## config.mk

```make
export PLATFORM = sky130hd
export DESIGN_NAME = um_operand_fetch
export DESIGN_NICKNAME = d
export VERILOG_FILES = /design/src/rtl/um_operand_fetch.sv
export SDC_FILE = /design/constraint.sdc
export NUM_CORES = 1
export LEC_CHECK = 0
export ABC_AREA = 1
export BUFFER_PORTS_ARGS = -buffer_cell sky130_fd_sc_hd__buf_2
export CAP_MARGIN = 20
export CORE_ASPECT_RATIO = 0.5
export CORE_MARGIN = 2
export CORE_UTILIZATION = 45
export CTS_BUF_LIST = sky130_fd_sc_hd__clkbuf_2
export DETAILED_ROUTE_END_ITERATION = 10
export PLACE_DENSITY = 0.79
export SYNTH_ARGS = -nofsm -noshare
export SYNTH_HDL_FRONTEND = slang
export SYNTH_SLANG_ARGS = --single-unit
```

## constraint.sdc

```tcl
create_clock -name clk -period 1.76 [get_ports clk]
set_clock_uncertainty 0.15 [all_clocks]
set_input_delay 0.176 -clock clk [delete_from_list [all_inputs] [get_ports clk]]
set_output_delay 0.176 -clock clk [all_outputs]
set_load 0.01 [all_outputs]
```

## src/rtl/um_operand_fetch.sv

```systemverilog
// um_operand_fetch: read-side sequencer for the 8x32 UM register bank.
// Accepts one instruction, walks the bank's read port through the operand
// registers that opcode needs (A, then B, then C, one per granted cycle),
// and presents the decoded bundle to execute through a valid/ready handshake.
module um_operand_fetch #(
  parameter int         DATA_W   = 32,
  parameter logic [2:0] IDLE_SEL = 3'd0
) (
  input  logic              clk,
  input  logic              reset,
  input  logic              in_valid,
  output logic              in_ready,
  input  logic [DATA_W-1:0] in_instr,
  output logic [2:0]        reg_select,
  input  logic [DATA_W-1:0] reg_data,
  input  logic              reg_grant,
  output logic              out_valid,
  input  logic              out_ready,
  output logic [3:0]        out_opcode,
  output logic [2:0]        out_a_idx,
  output logic [DATA_W-1:0] out_val_a,
  output logic [DATA_W-1:0] out_val_b,
  output logic [DATA_W-1:0] out_val_c,
  output logic [24:0]       out_imm,
  output logic              out_illegal
);

  localparam logic [2:0] S_IDLE = 3'd0;
  localparam logic [2:0] S_RD_A = 3'd1;
  localparam logic [2:0] S_RD_B = 3'd2;
  localparam logic [2:0] S_RD_C = 3'd3;
  localparam logic [2:0] S_DONE = 3'd4;

  localparam logic [3:0] OP_ORTHO = 4'd13;

  logic [2:0] state_reg;
  logic [2:0] state_next;
  logic [2:0] b_idx_reg;
  logic [2:0] c_idx_reg;
  logic [2:0] need;

  // Operands an opcode reads, as a {A, B, C} mask.
  function automatic logic [2:0] read_set(input logic [3:0] op);
    logic [2:0] m;
    case (op)
      4'd2:                                  m = 3'b111;
      4'd0, 4'd1, 4'd3, 4'd4, 4'd5, 4'd6,
      4'd12:                                 m = 3'b011;
      4'd8, 4'd9, 4'd10:                     m = 3'b001;
      default:                               m = 3'b000;
    endcase
    return m;
  endfunction

  // First read state still outstanding in a {A, B, C} mask, else DONE.
  function automatic logic [2:0] first_state(input logic [2:0] m);
    logic [2:0] s;
    if (m[2])      s = S_RD_A;
    else if (m[1]) s = S_RD_B;
    else if (m[0]) s = S_RD_C;
    else           s = S_DONE;
    return s;
  endfunction

  // The latched opcode selects the remaining reads while sequencing.
  assign need      = read_set(out_opcode);
  assign in_ready  = (state_reg == S_IDLE);
  assign out_valid = (state_reg == S_DONE);

  // Next-state: advance through the required reads only on granted cycles.
  always_comb begin
    state_next = state_reg;
    case (state_reg)
      S_IDLE: if (in_valid)  state_next = first_state(read_set(in_instr[31:28]));
      S_RD_A: if (reg_grant) state_next = first_state(need & 3'b011);
      S_RD_B: if (reg_grant) state_next = first_state(need & 3'b001);
      S_RD_C: if (reg_grant) state_next = S_DONE;
      S_DONE: if (out_ready) state_next = S_IDLE;
      default:               state_next = S_IDLE;
    endcase
  end

  // Bank select follows the state directly; idle value whenever not reading.
  always_comb begin
    reg_select = IDLE_SEL;
    case (state_reg)
      S_RD_A:  reg_select = out_a_idx;
      S_RD_B:  reg_select = b_idx_reg;
      S_RD_C:  reg_select = c_idx_reg;
      default: reg_select = IDLE_SEL;
    endcase
  end

  // State register.
  always_ff @(posedge clk) begin
    if (!reset) begin
      state_reg <= S_IDLE;
    end else begin
      state_reg <= state_next;
    end
  end

  // Decode on accept, capture operands on granted read cycles.
  always_ff @(posedge clk) begin
    if (!reset) begin
      out_opcode  <= 4'd0;
      out_a_idx   <= 3'd0;
      b_idx_reg   <= 3'd0;
      c_idx_reg   <= 3'd0;
      out_val_a   <= '0;
      out_val_b   <= '0;
      out_val_c   <= '0;
      out_imm     <= 25'd0;
      out_illegal <= 1'b0;
    end else begin
      if (state_reg == S_IDLE && in_valid) begin
        out_opcode  <= in_instr[31:28];
        // Orthography (load value) carries its A index beside the immediate.
        out_a_idx   <= (in_instr[31:28] == OP_ORTHO) ? in_instr[27:25] : in_instr[8:6];
        b_idx_reg   <= in_instr[5:3];
        c_idx_reg   <= in_instr[2:0];
        out_imm     <= (in_instr[31:28] == OP_ORTHO) ? in_instr[24:0] : 25'd0;
        out_illegal <= (in_instr[31:28] >= 4'd14);
        out_val_a   <= '0;
        out_val_b   <= '0;
        out_val_c   <= '0;
      end
      if (reg_grant) begin
        case (state_reg)
          S_RD_A:  out_val_a <= reg_data;
          S_RD_B:  out_val_b <= reg_data;
          S_RD_C:  out_val_c <= reg_data;
          default: ;
        endcase
      end
    end
  end

endmodule

```

==> results.py, run 1 <==
metrics = {
    "worst_setup_path": {
        "worstPathArrival_ns": 1.74,
        "worst_setup_path_end_kind": "output port",
        "startpoint": "state_reg[0]",
        "critPathLaunchType": "flop",
        "criticalPathCategory": "reg2out",
        "rr_startpoint": "state_reg[0]",
        "crit_fanout": 4,
        "cp.required_ns": 1.43,
    },
    "worst_hold_path": {
        "min_from": "in_instr[24]",
        "hp-class": "in2reg",
    },
    "synthesis": {
        "ys_seq_elements": 140,
        "syn_inst": 691,
        "syn-num-nets": 760,
        "ys_seq_area_share_pct": 51.5,
        "synthFlopType": "dfxtp_1",
        "yosys_warnings": 0,
        "avgSynthCellArea_um2": 7.87,
        "ys_async_sr_fraction_pct": 0,
        "synth_edf_count": 0,
        "syn_area_um2": 5440,
        "synth.distinct_cells": 28,
    },
    "placed_design": {
        "place.gp.congestion": 0.820,
        "dp_hpwl_um": 9980,
        "place_inst": 1024,
        "pre_cts_slack_ns": 0.137,
        "port_buffers": 202,
    },
    "sta": {
        "fin_ws_ns": -0.301,
        "rsz0062_at_grt": "true",
        "drv_slew": 0,
        "max_freq_mhz": 485,
        "finalSetupTns_ns": -1.20,
        "setup_viol": 5,
        "fin_crit_ns": 2.06,
        "tightest_slew_ns": 0.444,
        "finalCritPeriodShare_pct": 117,
        "max_slew_margin_pct": 70.4,
        "final_hold_viol_count": 0,
    },
    "finish": {
        "multiInputGateArea_um2": 2320,
        "regArea_um2": 2810,
        "mostFrequentLayoutCell": "buf_2",
        "nets": 1029,
        "fin_cells": 1137,
        "antenna_cells": 0,
        "layout_common_cells": "buf_2, nand2_1, dfxtp_1",
        "n_fill_cell": 962,
        "drive_gt1_share_pct": 30.1,
        "fin_util_pct": 65.6,
        "reg_top3": "out_val_a: 32 flops, out_val_b: 32 flops, out_val_c: 32 flops",
        "area_growth_pct": 42.4,
    },
    "cts": {
        "clock-root-buffer": "clkbuf_2",
        "clk_latency_ns": 0.68,
        "numCtsBuffers": 17,
        "max-clock-path-buffers": 2,
        "cts_tree": "yes",
        "htreeDepth": 4,
        "cts_sinks": 140,
        "cts.clk_slew.worst_paths_ns": 0.21,
    },
    "die": {
        "die_h_um": 81.8,
        "start_util_pct": 46.1,
        "io_pins": 203,
        "die_area_um2": 13000,
        "design.core.area_um2": 11800,
        "die_w_um": 159,
        "placementRows": 28,
    },
    "drt": {
        "drtIter0Drc": 405,
        "post-route-drc-count": 0,
        "first_pass_iters": 5,
        "avgRoutedWirePerCell_um": 14.3,
        "num_vias": 5769,
        "via_per_inst": 5.07,
        "wl_um": 16300,
        "ant_nets": 0,
    },
    "job": {
        "cap_viol_max_count": 0,
    },
    "global_routing": {
        "grt_usage_pct": 23.4,
        "grt_pass1_wl_um": 24700,
        "gr-total-overflow": 0,
        "antenna_found_initial": 0,
        "grt_pass1_vias": 5204,
        "grt_max_degree": 65,
    },
    "run_status": {
        "outcome": "finished, violations left",
        "violations": "setup timing",
    },
    "pwr": {
        "cellLeakagePower_nw": 3.52,
        "power.density_nw_per_um2": 1140,
        "peakVddDrop_mv": 0.475,
        "power_w": 0.00882,
    },
}
## layer usage
metal / vias to the layer above / global-route usage [%] / wire (µm)
met3: 49 / 5.40 / 749
met5: - / 0 / 0
met4: 0 / 11.6 / 546
met2: 177 / 42.2 / 8090
met1: 2672 / 27.1 / 6870
li1: 2871 / - / -
## timing repair
| action | 4_1_cts | 5_1_grt |
|---|---|---|
| hold endpoints to repair | 140 | 0 |
| setup buffers | 6 | 6 |
| setup endpoints to repair | 5 | 36 |
| gates resized for setup | 14 | 15 |
| hold buffers | 70 | 0 |
| gates cloned | 0 | 1 |
| pin swaps | 3 | 6 |
## final cells by class
class | count | share of cell area, %
clock buffers | 18 | 1.16
clock inverters | 13 | 2.26
multi-input cells | 477 | 29.9
repair buffers | 297 | 26.2
flip-flops and latches | 140 | 36.3
inverters | 27 | 1.47
well taps | 165 | 2.66
## cells in the mapped netlist (4+ instances only)
cell type  count  area (µm²)
nand3_1       27         135
buf_2         20         100
nand2_2        4        25.0
clkbuf_1      17        63.8
inv_2          4        15.0
nor2_1         5        18.8
nand2_1      191         717
o21ai_1       24         120
dfxtp_1      140        2800
inv_1         21        78.8
a21oi_1      130         651
buf_6          4        45.0
o21ai_0       71         355
o21ai_2        4        35.0
nand4_1        6        37.5
## power by group
| group | internal [W] | switching, W | leakage, nW |
|---|---|---|---|
| combinational | 0.00115 | 0.00173 | 2.23 |
| clock | 0.000918 | 0.00118 | 0.155 |
| sequential | 0.00359 | 0.000246 | 1.14 |
## cell families (layout without fill, tap and decap cells)
group | count (synthesis) | after routing | share of synthesized area, %
AOI/OAI and AO/OA | 235 | 235 | 22.2
DFF | 140 | 140 | 51.5
buffers and inverters | 75 | 355 | 6.99
and+or+nand+nor | 241 | 242 | 19.3
## path summary, 6_finish.rpt
check | to | slack [ns] | cells past startpoint
hold reg to reg | out_val_a[30] | 0.32 | 2
hold / removal | out_imm[24] | 0.11 | 4
setup / recovery | reg_select[2] | -0.30 | 6
setup reg to reg | out_imm[13] | 0.06 | 7
## per-stage QoR
step                      instance area, µm²  hold slack, ns
after global routing                    7750          0.0646
after floorplan                         5440           0.161
final                                   7750           0.113
after CTS                               7640          0.0464
after detailed placement                6590           0.280
after global placement                  6590           0.275
## critical path, stage by stage (launching register included)
cell and delay, ns:
dfxtp_4 0.42, inv_6 0.04, nor3_4 0.21, buf_6 0.15
nand2_2 0.06, nand3_2 0.07, buf_6 0.10
No activity file was read; power rests on OpenSTA's default activity.
==> run 2: changes to the inputs <==
Settings changed: ABC_AREA 1 to default, REMOVE_ABC_BUFFERS from default to 1.
==> run 2 against run 1 <==
Compared with the run above:
- the flow still finishes with violations (setup timing)
- non-clock buffer count up 42
- core utilization rose by 11 points
- sequential share of layout area shrank 5.5 points
- critical endpoint is now out_val_c[12]
- highest routed layer is now met5
==> results.py, run 2 <==
metrics = {
    "cts": {
        "htreeDepth": 4,
        "cts_tree": "yes",
        "clock-root-buffer": "clkbuf_2",
        "cts_sinks": 140,
        "clk_latency_ns": 0.73,
        "max-clock-path-buffers": 2,
        "cts.clk_slew.worst_paths_ns": 0.22,
        "numCtsBuffers": 17,
    },
    "synthesis": {
        "synth_edf_count": 0,
        "ys_seq_elements": 140,
        "synth_area_leaders": "dfxtp_1, a22oi_1, nor2b_1",
        "syn_inst": 543,
        "synthFlopType": "dfxtp_1",
        "ys_async_sr_fraction_pct": 0,
        "synth.distinct_cells": 36,
        "yosysMostFrequentCell": "dfxtp_1",
        "syn_area_um2": 5490,
        "synth_largest_area_cell": "dfxtp_1",
        "synth_top_area_share_pct": 51.1,
        "avgSynthCellArea_um2": 10.1,
        "synth_commonest_cells": "dfxtp_1, nor2b_1, a22oi_1",
        "yosys_warnings": 0,
        "ys_seq_area_share_pct": 51.1,
    },
    "die": {
        "design.core.area_um2": 11800,
        "die_area_um2": 13100,
        "die_h_um": 82.1,
        "die_w_um": 160,
        "start_util_pct": 46.3,
        "placementRows": 28,
        "io_pins": 203,
    },
    "worst_hold_path": {
        "hp-class": "in2reg",
    },
    "global_routing": {
        "grt_usage_pct": 30.3,
        "grt_pass1_wl_um": 30400,
        "antenna_found_initial": 1,
        "grt_pass1_vias": 5581,
        "gr-total-overflow": 0,
        "grt_max_degree": 43,
    },
    "sta": {
        "finalCritPeriodShare_pct": 141,
        "fin_ws_ns": -0.730,
        "max_slew_margin_pct": 67.4,
        "max_freq_mhz": 402,
        "fin_crit_ns": 2.49,
        "tightest_slew_ns": 0.489,
        "rsz0062_at_grt": "true",
        "final_hold_viol_count": 0,
        "setup_viol": 144,
        "drv_slew": 0,
    },
    "worst_setup_path": {
        "critical_path.n_buffers_inverters": 8,
        "path_cells": "buf_12 -> buf_4 -> buf_6 -> nor4b_4 -> buf_4 -> buf_12 -> buf_6 -> nor2_4 -> buf_4 -> buf_12 -> a22oi_2 -> nor2b_1",
        "criticalPathCategory": "reg2reg",
        "cp.required_ns": 2.20,
        "critical-path-max-stage-delay_ns": 0.40,
        "worstPathArrival_ns": 2.93,
        "slowest_stage": "dfxtp_2",
        "crit_fanout": 8,
        "worst_setup_path_end_kind": "flop",
        "cp_top_family": "buffers and inverters",
        "critPathLaunchType": "flop",
    },
    "finish": {
        "mostFrequentLayoutCell": "buf_2",
        "multiInputGateArea_um2": 2910,
        "area_growth_pct": 66.0,
        "nets": 919,
        "layout_common_cells": "buf_2, dfxtp_1, nor2b_1",
        "reg_top3": "out_val_a: 32 flops, out_val_b: 32 flops, out_val_c: 32 flops",
        "stdcell_area_um2": 9110,
        "antenna_cells": 0,
        "regArea_um2": 2810,
        "drive_gt1_share_pct": 48.1,
        "n_fill_cell": 678,
        "fin_util_pct": 76.9,
    },
    "pwr": {
        "power_w": 0.00849,
        "peakVddDrop_mv": 0.489,
        "cellLeakagePower_nw": 3.80,
        "power.density_nw_per_um2": 933,
    },
    "placed_design": {
        "placed_area_um2": 6850,
        "port_buffers": 202,
        "dp_hpwl_um": 10000,
        "place.gp.congestion": 0.820,
    },
    "drt": {
        "drtIter0Drc": 564,
        "avgRoutedWirePerCell_um": 22.3,
        "via_per_inst": 5.85,
        "first_pass_iters": 5,
        "ant_nets": 0,
        "num_vias": 6012,
        "wl_um": 22900,
        "post-route-drc-count": 0,
    },
    "run_status": {
        "violations": "setup timing",
        "outcome": "finished, violations left",
    },
    "job": {
        "cap_viol_max_count": 0,
    },
}
run 2: worst paths after layout:
kind | startpoint | endpoint | slack (ns) | cells after the start
hold / removal | in_instr[2] | c_idx_reg[2] | 0.07 | 4
setup reg to reg | state_reg[0] | out_val_c[12] | -0.73 | 12
hold reg to reg | out_illegal | out_illegal | 0.33 | 2
setup / recovery | state_reg[0] | out_val_c[12] | -0.73 | 12
run 2: report_power, final:
part	total [W]	switching (W)	internal, W
combinational	0.00260	0.00120	0.00140
sequential	0.00341	0.000107	0.00330
clock	0.00249	0.00127	0.00122
total	0.00849	0.00258	0.00591
run 2: logic make-up (layout without fill, tap and decap cells):
group           after synthesis  after routing  synth area share [%]
fa+ha+maj                     1              1                 0.182
mux                           6              6                  1.16
simple gates                186            186                  20.1
flops                       140            140                  51.1
compound gates              157            157                  23.0
buf+inv                      53            373                  4.47
run 2: what timing repair did:
| action | 4_1_cts | 5_1_grt |
|---|---|---|
| endpoints found under the setup margin | 144 | 147 |
| gates cloned | 15 | 0 |
| hold buffers | 69 | 0 |
| pin swaps | 6 | 7 |
| gates resized for setup | 69 | 64 |
| buffers inserted | 20 | 6 |
| endpoints found under the hold margin | 140 | 0 |
run 2: area by class of cell:
class	instances	area share, %
clock inverters	13	2.43
multi-input cells	350	32.0
flip-flops and latches	140	30.8
inverters	2	0.0824
repair buffers	339	31.4
clock buffers	19	1.04
well taps	165	2.27
run 2: worst register-to-register path, delay by kind of cell (launching register included):
family / cells / cell delay, ns
buffers and inverters: 8 / 1.14
AND/OR/NAND/NOR: 3 / 0.55
flip-flops: 1 / 0.40
AO/OA/AOI/OAI: 1 / 0.10
run 2: metal layers:
layer,wire (µm),vias to the layer above,track usage (%)
li1,-,2561,-
met1,8590,2893,35.5
met2,10900,408,51.7
met3,2040,148,7.53
met4,1410,2,18.5
met5,13,-,0
run 2: metrics by stage:
step	worst slack, ns	setup TNS, ns	std cells	hold WS (ns)
after CTS	-0.493	-44.15	1022	0.0737
final	-0.730	-52.63	1028	0.0715
after global routing	-0.795	-61.71	1028	0.0421
after floorplan	-3.09	-253.22	492	0.0978
after detailed placement	-0.146	-3.94	886	0.290
after global placement	-0.101	-2.18	886	0.283
==> run 3: changes to the inputs <==
Settings changed: CORE_UTILIZATION 45 to 25, PLACE_DENSITY 0.79 to 0.51.
==> run 3 against run 2 <==
Compared with the run above:
- design area is 8.2% higher
- first-iteration DRC count is 55% lower
- the run still ends with setup timing left
- largest cell class is now buffers
- power shrank 7.7%
==> results.py, run 3 (same netlist as run 2, synthesis figures left out) <==
metrics = {
    "worst_setup_path": {
        "slowest_stage": "dfxtp_2",
        "criticalPathCategory": "reg2out",
        "critPathLaunchType": "flop",
        "crit_fanout": 6,
        "cp.required_ns": 1.43,
        "worst_setup_path_end_kind": "output port",
        "rrSetupSlack_ns": -0.32,
        "path_cells": "buf_12 -> mux2_4 -> a22oi_2 -> nor2_2 -> buf_2",
        "critical_path.n_buffers_inverters": 2,
        "worstPathArrival_ns": 1.94,
        "cp_top_family": "flip-flops",
        "critical-path-max-stage-delay_ns": 0.40,
    },
    "global_routing": {
        "grt_pass1_wl_um": 31200,
        "grt_usage_pct": 18.2,
        "grt_max_degree": 53,
        "grt_pass1_vias": 5403,
        "gr-total-overflow": 0,
        "antenna_found_initial": 1,
    },
    "placed_design": {
        "place_inst": 1022,
        "placed_area_um2": 7020,
        "place.gp.congestion": 0.763,
        "dp_hpwl_um": 11800,
        "port_buffers": 202,
    },
    "finish": {
        "fin_cells": 1201,
        "drive_gt1_share_pct": 55.8,
        "reg_top3": "out_val_a: 32 flops, out_val_b: 32 flops, out_val_c: 32 flops",
        "stdcell_area_um2": 9850,
        "area_growth_pct": 79.6,
        "layout_common_cells": "buf_2, a22oi_2, nor2b_1",
        "mostFrequentLayoutCell": "buf_2",
        "nets": 958,
    },
    "cts": {
        "cts.clk_slew.worst_paths_ns": 0.20,
        "max-clock-path-buffers": 2,
        "htreeDepth": 4,
        "cts_sinks": 140,
        "numCtsBuffers": 17,
        "cts_tree": "yes",
        "clock-root-buffer": "clkbuf_2",
        "clk_latency_ns": 0.75,
    },
    "worst_hold_path": {
        "hp-class": "in2reg",
    },
    "die": {
        "die_w_um": 213,
        "die_area_um2": 23200,
        "placementRows": 38,
        "io_pins": 203,
        "start_util_pct": 25.4,
        "die_h_um": 109,
        "design.core.area_um2": 21600,
    },
    "drt": {
        "ant_nets": 0,
        "first_pass_iters": 4,
        "drtIter0Drc": 255,
        "num_vias": 5461,
        "via_per_inst": 4.55,
        "avgRoutedWirePerCell_um": 17.9,
        "wl_um": 21400,
        "post-route-drc-count": 0,
    },
    "sta": {
        "drv_slew": 0,
        "fin_ws_ns": -0.506,
        "setup_viol": 131,
        "finalCritPeriodShare_pct": 129,
        "max_slew_margin_pct": 64.6,
        "final_hold_viol_count": 0,
        "hold-worst-slack_ns": 0.109,
        "fin_crit_ns": 2.27,
        "tightest_slew_ns": 0.531,
        "max_freq_mhz": 441,
        "rsz0062_at_grt": "true",
    },
    "run_status": {
        "violations": "setup timing",
        "outcome": "finished, violations left",
    },
    "pwr": {
        "power.density_nw_per_um2": 795,
        "peakVddDrop_mv": 0.400,
        "power_w": 0.00783,
        "cellLeakagePower_nw": 3.97,
    },
    "job": {
        "cap_viol_max_count": 0,
    },
}
[run 3: cell types whose count changed in the layout (fill, tap and decap cells not counted), sizes merged]
cell,previous run,this run
clkbuf,19,24
bufinv,6,3
bufbuf,4,1
clkinvlp,2,1
dlygate4sd3,69,99
diode,0,1
clkinv,5,7
buf,266,273
[run 3: layer usage]
metal	up-vias	track usage, %	share of wire (%)
li1	2637	-	-
met1	2693	22.8	45
met2	96	30.7	50
met3	35	3.86	2.7
met4	0	7.69	2.6
met5	-	0	0
[run 3: cell type report]
cell class / instances / area [µm²]
Antenna cell: 1 / 2.50
Clock buffer: 19 / 95.1
Clock inverter: 11 / 128
Fill cell: 2049 / 11700
Inverter: 2 / 7.51
Multi-Input combinational cell: 350 / 3060
Sequential cell: 140 / 2880
Tap cell: 300 / 375
Timing Repair Buffer: 378 / 3300
[run 3: per-stage QoR]
stage / TNS, ns / setup WS (ns) / util, %
after floorplan: -253.22 / -3.09 / -
after global placement: -4.80 / -0.192 / 32.5
after detailed placement: -6.91 / -0.197 / 32.5
after CTS: -31.89 / -0.630 / 45.4
after global routing: -35.13 / -0.681 / 45.6
final: -23.49 / -0.506 / 45.6
[run 3: path summary, 6_finish.rpt]
kind / start / endpoint / cells after the start
min reg2reg: out_illegal / out_illegal / 2
max: state_reg[1] / reg_select[2] / 5
max reg2reg: state_reg[1] / out_val_a[11] / 11
min: in_instr[31] / out_opcode[3] / 4
[run 3: timing repair]
item | 4_1_cts | 5_1_grt
cloned | 19 | 5
buffers inserted | 27 | 13
endpoints found under the hold margin | 140 | 0
pin swaps | 22 | 44
setup endpoints to repair | 143 | 193
hold buffers | 99 | 0
resized for setup | 178 | 87
[run 3: worst min-delay path: stages]
cell and delay (ns):
dlygate4sd3_1 0.53, buf_2 0.17, nand2_1 0.07, a21boi_1 0.05
[run 3: where the power goes]
group / leakage, nW / internal [W] / total [W] / switching, W
Clock: 0.139 / 0.000763 / 0.00194 / 0.00118
Combinational: 2.67 / 0.00130 / 0.00250 / 0.00120
Sequential: 1.16 / 0.00331 / 0.00340 / 0.0000899
